## config.mk

```make
export PLATFORM = sky130hd
export DESIGN_NAME = idma_obi_ctrl_req_serializer
export DESIGN_NICKNAME = d
export VERILOG_FILES = /design/src/rtl/magia_tile_pkg.sv /design/src/rtl/idma_obi_ctrl_req_serializer.sv
export SDC_FILE = /design/constraint.sdc
export NUM_CORES = 1
export LEC_CHECK = 0
export ABC_CLOCK_PERIOD_IN_PS = 4110
export BUFFER_PORTS_ARGS = -buffer_cell sky130_fd_sc_hd__buf_2
export CAP_MARGIN = 20
export CORE_MARGIN = 4
export CORE_UTILIZATION = 52
export DETAILED_ROUTE_END_ITERATION = 6
export GPL_TIMING_DRIVEN = 0
export HOLD_SLACK_MARGIN = 0.15
export PLACE_DENSITY_LB_ADDON = 0.3
export RECOVER_POWER = 100
export SYNTH_ARGS = -nofsm -noshare
export SYNTH_HDL_FRONTEND = slang
export SYNTH_SLANG_ARGS = --single-unit
```

## constraint.sdc

```tcl
create_clock -name clk_i -period 4.11 [get_ports clk_i]
set_clock_uncertainty 0.05 [all_clocks]
set_input_delay 0.2055 -clock clk_i [delete_from_list [all_inputs] [get_ports clk_i]]
set_output_delay 0.2055 -clock clk_i [all_outputs]
set_load 0.05 [all_outputs]
```

## src/rtl/magia_tile_pkg.sv

```systemverilog
// Shared MAGIA tile definitions: core OBI data-port structs and iDMA control defaults.
package magia_tile_pkg;

    localparam int unsigned CORE_OBI_AW = 32;
    localparam int unsigned CORE_OBI_DW = 32;
    localparam int unsigned CORE_OBI_IDW = 4;

    localparam int unsigned IDMA_CTRL_TIMEOUT_CYCLES = 256;

    typedef struct packed {
        logic [CORE_OBI_AW-1:0]   addr;
        logic                     we;
        logic [CORE_OBI_DW/8-1:0] be;
        logic [CORE_OBI_DW-1:0]   wdata;
        logic [CORE_OBI_IDW-1:0]  aid;
    } core_obi_data_a_t;

    typedef struct packed {
        logic [CORE_OBI_DW-1:0]  rdata;
        logic                    err;
        logic [CORE_OBI_IDW-1:0] rid;
        logic                    r_optional;
    } core_obi_data_r_t;

    typedef struct packed {
        logic             req;
        core_obi_data_a_t a;
    } core_obi_data_req_t;

    typedef struct packed {
        logic             gnt;
        logic             rvalid;
        core_obi_data_r_t r;
    } core_obi_data_rsp_t;

endpackage

```

## src/rtl/idma_obi_ctrl_req_serializer.sv

```systemverilog
// Registered OBI slave stage in front of the combinational iDMA control decoder:
// holds one access steady until answered, with a timeout that turns hangs into errors.
module idma_obi_ctrl_req_serializer
    import magia_tile_pkg::*;
#(
    parameter type         obi_req_t      = core_obi_data_req_t,
    parameter type         obi_rsp_t      = core_obi_data_rsp_t,
    parameter int unsigned TIMEOUT_CYCLES = IDMA_CTRL_TIMEOUT_CYCLES
) (
    input  logic     clk_i,
    input  logic     rst_ni,
    input  obi_req_t core_obi_req_i,
    output obi_rsp_t core_obi_rsp_o,
    output obi_req_t dec_obi_req_o,
    input  obi_rsp_t dec_obi_rsp_i,
    output logic     busy_o,
    output logic     timeout_o
);

    localparam int unsigned CNT_W = (TIMEOUT_CYCLES > 0) ? $clog2(TIMEOUT_CYCLES + 1) : 1;

    typedef enum logic [1:0] {
        IDLE,
        ISSUE,
        RESP
    } idma_ctrl_ser_state_e;

    idma_ctrl_ser_state_e state_q, state_d;
    obi_req_t             req_q;
    obi_rsp_t             rsp_q;
    logic [CNT_W-1:0]     cnt_q;
    logic                 core_gnt;
    logic                 dec_hit;
    logic                 tmo;

    always_comb begin
        state_d        = state_q;
        core_gnt       = 1'b0;
        dec_hit        = 1'b0;
        tmo            = 1'b0;
        core_obi_rsp_o = '0;
        dec_obi_req_o  = '0;
        unique case (state_q)
            IDLE: begin
                core_gnt = core_obi_req_i.req;
                if (core_gnt) state_d = ISSUE;
            end
            ISSUE: begin
                dec_obi_req_o     = req_q;
                dec_obi_req_o.req = 1'b1;
                dec_hit = dec_obi_rsp_i.gnt & dec_obi_rsp_i.rvalid;
                // a decoder answer in the final cycle takes priority over the timeout
                tmo = (TIMEOUT_CYCLES != 0) && (cnt_q == CNT_W'(TIMEOUT_CYCLES - 1)) && !dec_hit;
                if (dec_hit || tmo) state_d = RESP;
            end
            RESP: begin
                core_obi_rsp_o.rvalid = 1'b1;
                core_obi_rsp_o.r      = rsp_q.r;
                core_gnt = core_obi_req_i.req;
                state_d  = core_gnt ? ISSUE : IDLE;
            end
            default: state_d = IDLE;
        endcase
        // gnt is combinational from the request, so keep it quiet while reset is held
        core_obi_rsp_o.gnt = core_gnt & rst_ni;
    end

    assign busy_o    = (state_q != IDLE);
    assign timeout_o = tmo;

    always_ff @(posedge clk_i or negedge rst_ni) begin
        if (!rst_ni) begin
            state_q <= IDLE;
            req_q   <= '0;
            rsp_q   <= '0;
            cnt_q   <= '0;
        end else begin
            state_q <= state_d;
            if (core_gnt) begin
                req_q <= core_obi_req_i;
                cnt_q <= '0;
            end else if (state_q == ISSUE) begin
                if (dec_hit) begin
                    rsp_q.r.rdata <= dec_obi_rsp_i.r.rdata;
                    rsp_q.r.err   <= dec_obi_rsp_i.r.err;
                    rsp_q.r.rid   <= req_q.a.aid;
                end else if (tmo) begin
                    rsp_q.r.rdata <= '0;
                    rsp_q.r.err   <= 1'b1;
                    rsp_q.r.rid   <= req_q.a.aid;
                end else if (cnt_q != '1) begin
                    cnt_q <= cnt_q + 1'b1;
                end
            end
        end
    end

    logic unused_bits;
    assign unused_bits = ^{req_q.req, rsp_q.gnt, rsp_q.rvalid,
                           dec_obi_rsp_i.r.rid, dec_obi_rsp_i.r.r_optional};

endmodule

```

==> results.toml <==
[grt]
grt_max_degree = 103
grt_usage_pct = 30.3
grt_pass1_vias = 6017
grt_pass1_wl_um = 29900
grt-ovfl-total = 0
antenna_found_initial = 0

[placement]
port_buffers = 225
place_inst = 947
dp_hpwl_um = 10400
place_worst_setup_slack_ps = 1630
globalplace.congestion = 0.866

[power]
switching_share_pct = 43.2
p_leak_uw = 0.00423
total_power_uw = 6130
p_int_uw = 3480
p_clk_share_pct = 25.1
vdd_drop_max_mv = 0.463
pwr-share-comb_pct = 41.8
seqPwrFrac_pct = 33.1
switchingPower_uw = 2650
p_per_area_mw_per_mm2 = 734

[floorplanning]
die_y_um = 110
row_count = 37
die_x_um = 110
die_area_mm2 = 0.0122
start_util_pct = 53.1
design.core.area_mm2 = 0.0103
io_pins = 232

[sta]
hold_slack_ps = 362
rsz0062_at_grt = "false"
worst_pin_slew_ps = 928
worst_slack_ps = 935
final.period_utilization_pct = 77.2
setup_viol = 0
final_hold_viol_count = 0
maxSlewViolCount = 0
fin_tns_setup_ps = 0
maxSlewHeadroom_pct = 38.0
min_period_ps = 3170
fmax_mhz = 315

[routing]
drt-initial-drc-count = 408
wl_per_cell_um = 16.6
drt-total-wl_um = 18100
vias_per_cell = 5.16
via_count = 5630
drtAntennaViolNets = 0
drc = 0
drtPass1Iterations = 5

[finish]
n_fill_cell = 679
syn_to_final_growth_pct = 53.0
fin_cells = 1091
diodes = 0
fin_nets = 1061
drive_above_1_share_pct = 16.3

[setup_path]
setup.worst_path.start = "state_q[1]"
worstPathArrival_ps = 2920
r2r-start = "cnt_q[0]"
critPathCaptureType = "output pin"
cpPeakStageDelay_ps = 510
r2r_slack_ps = 1190
crit_path_start_kind = "flop"
worstRegToRegCells = 10
path_common_cell = "clkbuf_1"
crit_family = "buffers and inverters"
cp.required_ps = 3850
path_cells = "nand2b_1, buf_2, inv_2, clkbuf_1, clkbuf_1, and2_1, clkbuf_1"
r2r-end = "rsp_q[5]"
crit_path_max_fanout = 10
crit_buf_inv = 5
crit_type = "reg2out"
cp_slowest_cell = "clkbuf_1"

[cts]
cts_htree_levels = 4
cts_tree = "done"
ctsResizeCount = 0
cts_root_buf = "clkbuf_8"
post_cts_buffers = 0
clkLatencyLatePin_ps = 510
cts_buffer_depth = 2
numCtsBuffers = 17
cts_hold_buf = 112
clkSlewWorstSetupHoldPaths_ps = 60
clkSinkCount = 121

[synth]
synth-edff-count = 0
ys.flop_type = "dfrtp_1"
synth_cells = 585
ys_ff_latch = 121
syn_area_mm2 = 0.00546
syn_area_per_cell_um2 = 9.33
yosysUniqueCellTypes = 39
yosysSeqAreaShare_pct = 55.5
ys_warn_count = 1
async_reset_ff_share_pct = 100
synth_nets = 704

[run]
cap_viol_max_count = 0

[run_status]
outcome = "completed"

[min_path]
worstHoldPathCells = 5
min-delay-start = "core_obi_req_i[73]"
whs_endpoint = "req_q[32]"
hold_class = "in2reg"
-- power by group through the flow --
stage	combinational (uW)	sequential [uW]	clock, uW
after global placement	2460	1980	0
after CTS	2610	2010	1560
final	2560	2030	1540
after global routing	2750	2090	1620
after detailed placement	2510	2010	0
after floorplan	1940	1920	0
-- how the worst max path moves through the flow --
stage | slack, ps | to | cells after the start
2_1_floorplan | 1850 | cnt_q[6] | 8
3_5_place_dp | 1630 | cnt_q[5] | 8
5_1_grt | 780 | dec_obi_req_o[72] | 7
3_3_place_gp | 1050 | core_obi_rsp_o[39] | 3
6_report | 940 | dec_obi_req_o[72] | 7
4_1_cts | 1360 | rsp_q[5] | 10
-- per-layer routing --
layer / wire, um / up-vias / share of wire, % / GRT usage, %
met4: 644 / 0 / 3.6 / 13.0
met1: 6680 / 2669 / 37 / 33.5
met3: 1380 / 61 / 7.6 / 9.81
met5: 0 / - / 0 / 0
li1: - / 2583 / - / -
met2: 9360 / 317 / 52 / 53.4
-- cell usage after synthesis, drive strengths merged, types with 3 or more instances --
master,n,area [um2]
and2,111,694
mux2i,3,30.0
buf,19,109
nand2,226,851
and3,3,18.8
mux2,4,45.0
dfrtp,121,3030
clkbuf,20,75.1
a22o,33,289
nand3,6,30.0
nor2,3,11.3
o2bb2ai,3,26.3
ha,3,37.5
inv,3,11.3
-- worst min-delay path, delay by kind of cell --
kind                   cells  cell delay, ps
and+or+nand+nor            3             350
buffers and inverters      2             320
-- layout by cell type, fill, tap and decap left out, types with 5 or more instances in the layout --
cell / n
nand2_1: 226
a22o_1: 33
nand3_1: 6
clkbuf_16: 16
clkbuf_8: 5
buf_2: 115
and2_1: 111
dlygate4sd3_1: 112
dfrtp_1: 121
clkbuf_1: 150
-- kinds of logic (layout without fill, tap and decap cells) --
logic type,after synthesis,after routing,synth area share [%]
flip-flops,121,121,55.5
adder cells (fa/ha/maj),3,3,0.688
buffers and inverters,42,412,3.58
multiplexers,7,7,1.38
AND/OR/NAND/NOR,363,363,31.2
other,1,1,0.0687
AO/OA/AOI/OAI,48,48,7.59
-- state kept, by name, summed over array words and instances (netlist names) --
name	count
req_q	73
rsp_q	37
cnt_q	9
state_q	2
-- cell type report --
class                      count  area (um2)  area share [%]
sequential                   121        3030            36.2
tap                          136         170            2.04
timing repair buffer         338        2130            25.5
clock buffer                  24         480            5.75
clock inverter                 8         140            1.68
inverter                       3        11.3           0.135
buffer                        39         159            1.90
multi-input combinational    422        2230            26.7
-- stage by stage --
stage,util [%],instance area (um2)
after global routing,81.3,8350
after CTS,83.0,8530
final,81.3,8350
after floorplan,-,5460
after global placement,65.7,6760
after detailed placement,66.1,6790
(Power assumes the default switching activity.)
